<file path="config.mk">
export PLATFORM = sky130hd
export DESIGN_NAME = del_node_conn_stream
export DESIGN_NICKNAME = d
export VERILOG_FILES = /design/src/rtl/neat_gene_pkg.sv /design/src/rtl/del_list_cam.sv /design/src/rtl/del_node_conn_stream.sv
export SDC_FILE = /design/constraint.sdc
export NUM_CORES = 1
export LEC_CHECK = 0
export ABC_AREA = 1
export ABC_CLOCK_PERIOD_IN_PS = 2700
export BUFFER_PORTS_ARGS = -buffer_cell sky130_fd_sc_hd__buf_2
export CELL_PAD_IN_SITES_DETAIL_PLACEMENT = 1
export CELL_PAD_IN_SITES_GLOBAL_PLACEMENT = 2
export CORE_UTILIZATION = 33
export CTS_CLUSTER_SIZE = 40
export DETAILED_ROUTE_END_ITERATION = 7
export GPL_ROUTABILITY_DRIVEN = 1
export PLACE_DENSITY_LB_ADDON = 0.05
export SLEW_MARGIN = 20
export SYNTH_ARGS = -nofsm -noshare
export SYNTH_HDL_FRONTEND = slang
export SYNTH_SLANG_ARGS = --single-unit
</file>
<file path="constraint.sdc">
create_clock -name clk -period 2.7 [get_ports clk]
set_clock_uncertainty 0.1 [all_clocks]
set_input_delay 0.405 -clock clk [delete_from_list [all_inputs] [get_ports clk]]
set_output_delay 0.405 -clock clk [all_outputs]
set_load 0.01 [all_outputs]
</file>
<file path="src/rtl/neat_gene_pkg.sv">
// Shared NEAT gene definitions: field positions (in units of ATTR_SZ), node type codes
// and the pruning-stage state encoding.
package neat_gene_pkg;

  // Type field MSB sits at TYPE_WORD*ATTR_SZ-2; id/src and dest occupy whole attribute words
  localparam int TYPE_WORD = 7;
  localparam int ID_WORD   = 5;
  localparam int DEST_WORD = 4;

  localparam logic [1:0] NODE_HIDDEN = 2'b00;

  typedef enum logic [1:0] {
    ST_IDLE  = 2'd0,
    ST_NODES = 2'd1,
    ST_CONNS = 2'd2,
    ST_DRAIN = 2'd3
  } state_t;

endpackage

</file>
<file path="src/rtl/del_list_cam.sv">
// Deletion list: DEL_DEPTH id/valid slots with one indexed write port and a
// combinational dual-id (src, dest) match against all valid entries.
module del_list_cam #(
  parameter int ATTR_SZ   = 8,
  parameter int DEL_DEPTH = 8,
  parameter int IDX_W     = 4
) (
  input  logic               clk,
  input  logic               rst_n,
  input  logic               clr,
  input  logic               wr_en,
  input  logic [IDX_W-1:0]   wr_idx,
  input  logic [ATTR_SZ-1:0] wr_id,
  input  logic [ATTR_SZ-1:0] src_id,
  input  logic [ATTR_SZ-1:0] dest_id,
  output logic               match
);

  logic [ATTR_SZ-1:0]   ids [DEL_DEPTH];
  logic [DEL_DEPTH-1:0] vld;

  always_ff @(posedge clk or negedge rst_n) begin
    if (!rst_n) begin
      vld <= '0;
      for (int i = 0; i < DEL_DEPTH; i++) ids[i] <= '0;
    end else begin
      for (int i = 0; i < DEL_DEPTH; i++) begin
        if (clr) begin
          vld[i] <= 1'b0;
        end else if (wr_en && (wr_idx == IDX_W'(i))) begin
          ids[i] <= wr_id;
          vld[i] <= 1'b1;
        end
      end
    end
  end

  always_comb begin
    match = 1'b0;
    for (int i = 0; i < DEL_DEPTH; i++) begin
      if (vld[i] && ((ids[i] == src_id) || (ids[i] == dest_id))) match = 1'b1;
    end
  end

endmodule

</file>
<file path="src/rtl/del_node_conn_stream.sv">
// Streaming genome pruner: deletes hidden nodes into a deletion list, then drops connections
// touching deleted nodes (plus random drops), with a single-register valid/ready output.
module del_node_conn_stream
  import neat_gene_pkg::*;
#(
  parameter int GENE_SZ   = 64,
  parameter int ATTR_SZ   = 8,
  parameter int DEL_DEPTH = 8,
  parameter int CNT_SZ    = 16,
  localparam int DN_W     = $clog2(DEL_DEPTH + 1)
) (
  input  logic               clk,
  input  logic               rst_n,
  input  logic               start,
  input  logic [ATTR_SZ-1:0] node_del_prob,
  input  logic [ATTR_SZ-1:0] conn_del_prob,
  input  logic [1:0]         mode,
  input  logic [ATTR_SZ-1:0] random,
  input  logic [GENE_SZ-1:0] in_gene,
  input  logic               in_valid,
  input  logic               in_last,
  output logic               in_ready,
  output logic [GENE_SZ-1:0] out_gene,
  output logic               out_valid,
  input  logic               out_ready,
  output logic               busy,
  output logic               done,
  output logic [DN_W-1:0]    del_node_cnt,
  output logic [CNT_SZ-1:0]  del_conn_cnt
);

  function automatic logic [CNT_SZ-1:0] sat_inc(input logic [CNT_SZ-1:0] v);
    return (&v) ? v : v + CNT_SZ'(1);
  endfunction

  state_t state, state_nxt;
  logic   done_nxt;

  logic [ATTR_SZ-1:0] node_prob_r, conn_prob_r;
  logic [1:0]         mode_r;

  logic [1:0]         node_type;
  logic [ATTR_SZ-1:0] gene_src, gene_dest;
  logic               accept, start_go, node_del, conn_drop, cam_match;
  logic               node_del_acc, conn_drop_acc, keep_acc;

  assign node_type = in_gene[TYPE_WORD*ATTR_SZ-2 -: 2];
  assign gene_src  = in_gene[(ID_WORD+1)*ATTR_SZ-1 -: ATTR_SZ];
  assign gene_dest = in_gene[(DEST_WORD+1)*ATTR_SZ-1 -: ATTR_SZ];

  assign busy     = (state != ST_IDLE);
  assign in_ready = ((state == ST_NODES) || (state == ST_CONNS)) && (!out_valid || out_ready);
  assign accept   = in_valid && in_ready;
  assign start_go = (state == ST_IDLE) && start;

  // Full list lets further hidden nodes pass untouched
  assign node_del = (state == ST_NODES) && mode_r[0] && (node_type == NODE_HIDDEN) &&
                    (random < node_prob_r) && (del_node_cnt < DN_W'(DEL_DEPTH));
  assign conn_drop = (state == ST_CONNS) &&
                     (cam_match || (mode_r[1] && (random < conn_prob_r)));

  assign node_del_acc  = accept && node_del;
  assign conn_drop_acc = accept && conn_drop;
  assign keep_acc      = accept && !node_del && !conn_drop;

  del_list_cam #(
    .ATTR_SZ  (ATTR_SZ),
    .DEL_DEPTH(DEL_DEPTH),
    .IDX_W    (DN_W)
  ) u_cam (
    .clk    (clk),
    .rst_n  (rst_n),
    .clr    (start_go),
    .wr_en  (node_del_acc),
    .wr_idx (del_node_cnt),
    .wr_id  (gene_src),
    .src_id (gene_src),
    .dest_id(gene_dest),
    .match  (cam_match)
  );

  always_comb begin
    state_nxt = state;
    done_nxt  = 1'b0;
    case (state)
      ST_IDLE:  if (start) state_nxt = ST_NODES;
      ST_NODES: if (accept && in_last) state_nxt = ST_CONNS;
      ST_CONNS: if (accept && in_last) state_nxt = ST_DRAIN;
      ST_DRAIN: begin
        if (!out_valid) begin
          done_nxt  = 1'b1;
          state_nxt = ST_IDLE;
        end
      end
      default:  state_nxt = ST_IDLE;
    endcase
  end

  always_ff @(posedge clk or negedge rst_n) begin
    if (!rst_n) begin
      state        <= ST_IDLE;
      done         <= 1'b0;
      node_prob_r  <= '0;
      conn_prob_r  <= '0;
      mode_r       <= '0;
      del_node_cnt <= '0;
      del_conn_cnt <= '0;
      out_gene     <= '0;
      out_valid    <= 1'b0;
    end else begin
      state <= state_nxt;
      done  <= done_nxt;

      if (start_go) begin
        node_prob_r <= node_del_prob;
        conn_prob_r <= conn_del_prob;
        mode_r      <= mode;
      end

      if (start_go)          del_node_cnt <= '0;
      else if (node_del_acc) del_node_cnt <= del_node_cnt + DN_W'(1);

      if (start_go)           del_conn_cnt <= '0;
      else if (conn_drop_acc) del_conn_cnt <= sat_inc(del_conn_cnt);

      // A dropped gene is only accepted when the register is empty or draining, so it clears here
      if (keep_acc) begin
        out_gene  <= in_gene;
        out_valid <= 1'b1;
      end else if (out_ready) begin
        out_valid <= 1'b0;
      end
    end
  end

endmodule

</file>
==> impl_summary.log <==
INFO  metric timing_max_transition_violations_final = 0
INFO  metric cts_inserted_buffers = 17
INFO  metric grt_setup_unrepaired = no
INFO  metric cp.arrival = 2620 ps
INFO  metric timing.final.hold_violations = 0
INFO  metric route.detailed.vias_per_inst = 4.65
INFO  metric nNetsFinal = 1470
INFO  metric period_minus_slack = 2430 ps
INFO  metric synth-compound-area-share = 6.19%
INFO  metric max-vdd-ir-drop = 415 µV
INFO  metric vias = 8104
INFO  metric post_synth_inst_count = 1161
INFO  metric grt_antenna_before_repair = 3
INFO  metric cts.path.max_buffers = 2
INFO  metric sequential_fraction_of_the_synthesis_area = 46.7%
INFO  metric setup_slack = 270 ps
INFO  metric netlist_area = 9530 µm²
INFO  metric static-leakage-power = 5.75 nW
INFO  metric route.antenna.remaining_nets = 0
INFO  metric yosys.area_share.simple = 26.5%
INFO  metric chipHeight = 172 µm
INFO  metric path_max_fanout = 17
INFO  metric synth_cell_types = 37
INFO  metric setup.worst_path.end_class = register
INFO  metric critPathLaunchType = register
INFO  metric post-route-period-util = 90.0%
INFO  metric top_level_ports = 184
INFO  metric dieWidth = 172 µm
INFO  metric endpoint = u_cam.ids[22]
INFO  metric global_routing_usage_summed_across_all_routing_layers = 21.2%
INFO  metric pre_cts_ws = 184 ps
INFO  metric syn_area_per_cell = 8.21 µm²
INFO  metric commonest_non_fill_non_tap_cells_in_the_layout = sky130_fd_sc_hd__nand2_1 (424), sky130_fd_sc_hd__buf_2 (182), sky130_fd_sc_hd__dfrtp_1 (178)
INFO  metric power-per-cell-area = 837 nW/µm²
INFO  metric worst_slew_pin_slew = 560 ps
INFO  metric yosys-mux-area-fraction = 0%
INFO  metric fillers = 3504
INFO  metric clk_root_buffer_cell = sky130_fd_sc_hd__clkbuf_16
INFO  metric critPathLaunch = state[1]
INFO  metric routed_wire_length_per_instance = 17.2 µm
INFO  metric cts.repair_timing.setup_buffer_count = 0
INFO  metric hold_buffers = 1
INFO  metric post_cts_resized = 0
INFO  metric start_util = 33.9%
INFO  metric worst_r2r_endpoint = u_cam.ids[22]
INFO  metric crit_required = 2890 ps
INFO  metric clk-insertion-delay-late = 440 ps
INFO  metric worst-r2r-setup-slack = 270 ps
INFO  metric setup_tns = 0 ps
INFO  metric maximum_number_of_pins_on_one_net_before_global_route_repair = 58
INFO  metric dpl-instance-area = 11000 µm²
INFO  metric dr.pass1.iters = 4
INFO  metric fmaxAchievable = 412 MHz
INFO  metric route.final.wire_length = 29.9 mm
INFO  metric path_clk_slew = 80 ps
INFO  metric final_util = 41.1%
INFO  metric die-area = 29600 µm²
INFO  metric tritoncts_clock_tree = yes
INFO  metric grt_pass1_wl = 47.4 mm
INFO  metric ffs_latches_synth = 178
INFO  metric run_status = finished, final reports clean
INFO  metric syn_nets = 1281
INFO  metric synth_top_family_by_area = simple AND/OR/NAND/NOR gates
INFO  metric power = 9.67 mW
INFO  metric remaining_drc_errors = 0
INFO  metric initialDrtViolationCount = 311
INFO  metric cap_violations = 0
INFO  metric mostFrequentLayoutCell = sky130_fd_sc_hd__nand2_1
INFO  metric area_delta_synth_final = 21.2%
INFO  metric warnings_from_yosys = 0
INFO  metric final_layout_size_suffix_gt1_share = 21.1%
INFO  metric area_of_the_core = 28100 µm²
INFO  metric insertedDiodeCount = 0
INFO  metric finalSetupViolations = 0
INFO  metric gp_congestion = 0.761
INFO  metric post_synth_fa_ha_maj_area_fraction = 3.15%
INFO  metric fin_area = 11600 µm²
INFO  metric tritoncts_num_sinks = 178
INFO  metric number_of_global_route_vias_before_repair = 8359
INFO  metric dp_hpwl = 21.1 mm
INFO  metric synth_xor_xnor_area_share = 10.7%
INFO  metric max_slew_margin = 62.6%
INFO  metric ff2ff_path_depth = 12
INFO  metric worst-setup-path-type = register to register
INFO  metric floorplan.rows = 61
INFO  metric hold_path.class = primary input to register
INFO  metric io_buffers = 183
INFO  metric reg2reg_from = state[1]
INFO  metric cts.htree.levels = 4
INFO  metric total_congestion_overflow = 0
## metrics by stage
stage               hold slack (ps)  cells
floorplan                      9.41   1161
global placement                320   1708
detailed placement              320   1708
CTS                            53.8   1741
global route                   72.6   1741
finish                         68.0   1741
## worst max-delay path, stage by stage (launching register included)
cell	delay [ps]
sky130_fd_sc_hd__dfrtp_1	420
sky130_fd_sc_hd__inv_1	120
sky130_fd_sc_hd__ha_1	190
sky130_fd_sc_hd__nand2_1	60
sky130_fd_sc_hd__nor3_1	160
sky130_fd_sc_hd__buf_4	160
sky130_fd_sc_hd__nand4_1	220
sky130_fd_sc_hd__nor2_2	190
sky130_fd_sc_hd__buf_4	150
sky130_fd_sc_hd__nand3_1	140
sky130_fd_sc_hd__buf_4	240
sky130_fd_sc_hd__nand2_1	80
sky130_fd_sc_hd__o21ai_0	70
## how the worst min path moves through the flow
stage | startpoint | end | cells past startpoint
6_report | conn_del_prob[0] | conn_prob_r[0] | 3
5_1_grt | conn_del_prob[1] | conn_prob_r[1] | 3
4_1_cts | conn_del_prob[0] | conn_prob_r[0] | 3
3_5_place_dp | rst_n | u_cam.ids[17] | 1
3_3_place_gp | rst_n | u_cam.ids[17] | 1
2_1_floorplan | rst_n | conn_prob_r[0] | 0
## report_power, final
| part | switching [mW] | internal (mW) |
|---|---|---|
| combinational | 2.10 | 1.31 |
| sequential | 0.378 | 3.37 |
| clock | 1.18 | 1.33 |
| total | 3.66 | 6.01 |
## registers in the layout (all words and copies together), names as in the netlist
signal and flops:
node_prob_r 8, conn_prob_r 8, del_node_cnt 4, u_cam.ids 64
u_cam.vld 8, del_conn_cnt 16, done 1, mode_r 2
out_gene 64, out_valid 1, state 2
## cell families after synthesis
kind of cell,Yosys count
and+or+nand+nor,600
DFF,178
buffers and inverters,127
AOI/OAI and AO/OA,116
xor gates and xnor gates,116
adders and majority gates,24
## area by class of cell
class	count	area [µm²]	share of cell area, %
Timing Repair Buffer	226	1340	11.6
Inverter	71	267	2.31
Tap cell	378	473	4.09
Sequential cell	178	4450	38.6
Clock inverter	13	143	1.23
Multi-Input combinational cell	856	4430	38.4
Clock buffer	19	443	3.83
## cell usage after synthesis
master | count | area share, %
sky130_fd_sc_hd__nor2_1 | 60 | 2.4
sky130_fd_sc_hd__dfrtp_1 | 178 | 47
sky130_fd_sc_hd__o21ai_1 | 19 | 1.0
sky130_fd_sc_hd__nor4_1 | 1 | 0.066
sky130_fd_sc_hd__buf_8 | 2 | 0.31
sky130_fd_sc_hd__buf_6 | 9 | 1.1
sky130_fd_sc_hd__buf_1 | 2 | 0.079
sky130_fd_sc_hd__ha_1 | 24 | 3.1
sky130_fd_sc_hd__or2_2 | 1 | 0.066
sky130_fd_sc_hd__nor3b_2 | 1 | 0.13
sky130_fd_sc_hd__inv_2 | 10 | 0.39
sky130_fd_sc_hd__nor3_1 | 5 | 0.26
sky130_fd_sc_hd__nand2_4 | 2 | 0.24
sky130_fd_sc_hd__o221ai_1 | 1 | 0.092
sky130_fd_sc_hd__clkinv_1 | 2 | 0.079
sky130_fd_sc_hd__nand3_2 | 10 | 1.0
sky130_fd_sc_hd__nor2_4 | 1 | 0.12
sky130_fd_sc_hd__nand2_1 | 424 | 17
sky130_fd_sc_hd__nand3_1 | 75 | 3.9
sky130_fd_sc_hd__xnor2_1 | 109 | 10
sky130_fd_sc_hd__nor2_2 | 2 | 0.13
sky130_fd_sc_hd__a21o_1 | 1 | 0.079
sky130_fd_sc_hd__xor2_1 | 7 | 0.64
sky130_fd_sc_hd__nor3b_1 | 2 | 0.16
sky130_fd_sc_hd__a31oi_1 | 1 | 0.066
sky130_fd_sc_hd__a21oi_1 | 9 | 0.47
sky130_fd_sc_hd__nand2_2 | 1 | 0.066
sky130_fd_sc_hd__buf_2 | 15 | 0.79
sky130_fd_sc_hd__inv_1 | 59 | 2.3
sky130_fd_sc_hd__or2_0 | 3 | 0.20
sky130_fd_sc_hd__nand3b_1 | 1 | 0.079
sky130_fd_sc_hd__buf_4 | 16 | 1.3
sky130_fd_sc_hd__o21ai_0 | 84 | 4.4
sky130_fd_sc_hd__clkbuf_1 | 12 | 0.47
sky130_fd_sc_hd__nand4_1 | 9 | 0.59
sky130_fd_sc_hd__nand3_4 | 2 | 0.37
sky130_fd_sc_hd__o21a_1 | 1 | 0.079
## routing by layer
| metal | vias up | global-route usage (%) | routed length (µm) |
|---|---|---|---|
| met2 | 112 | 36.8 | 14900 |
| met1 | 3938 | 27.2 | 13600 |
| met3 | 27 | 4.49 | 1090 |
| li1 | 4021 | - | - |
| met5 | - | 0 | 35 |
| met4 | 6 | 4.08 | 293 |
(Power assumes the default switching activity.)
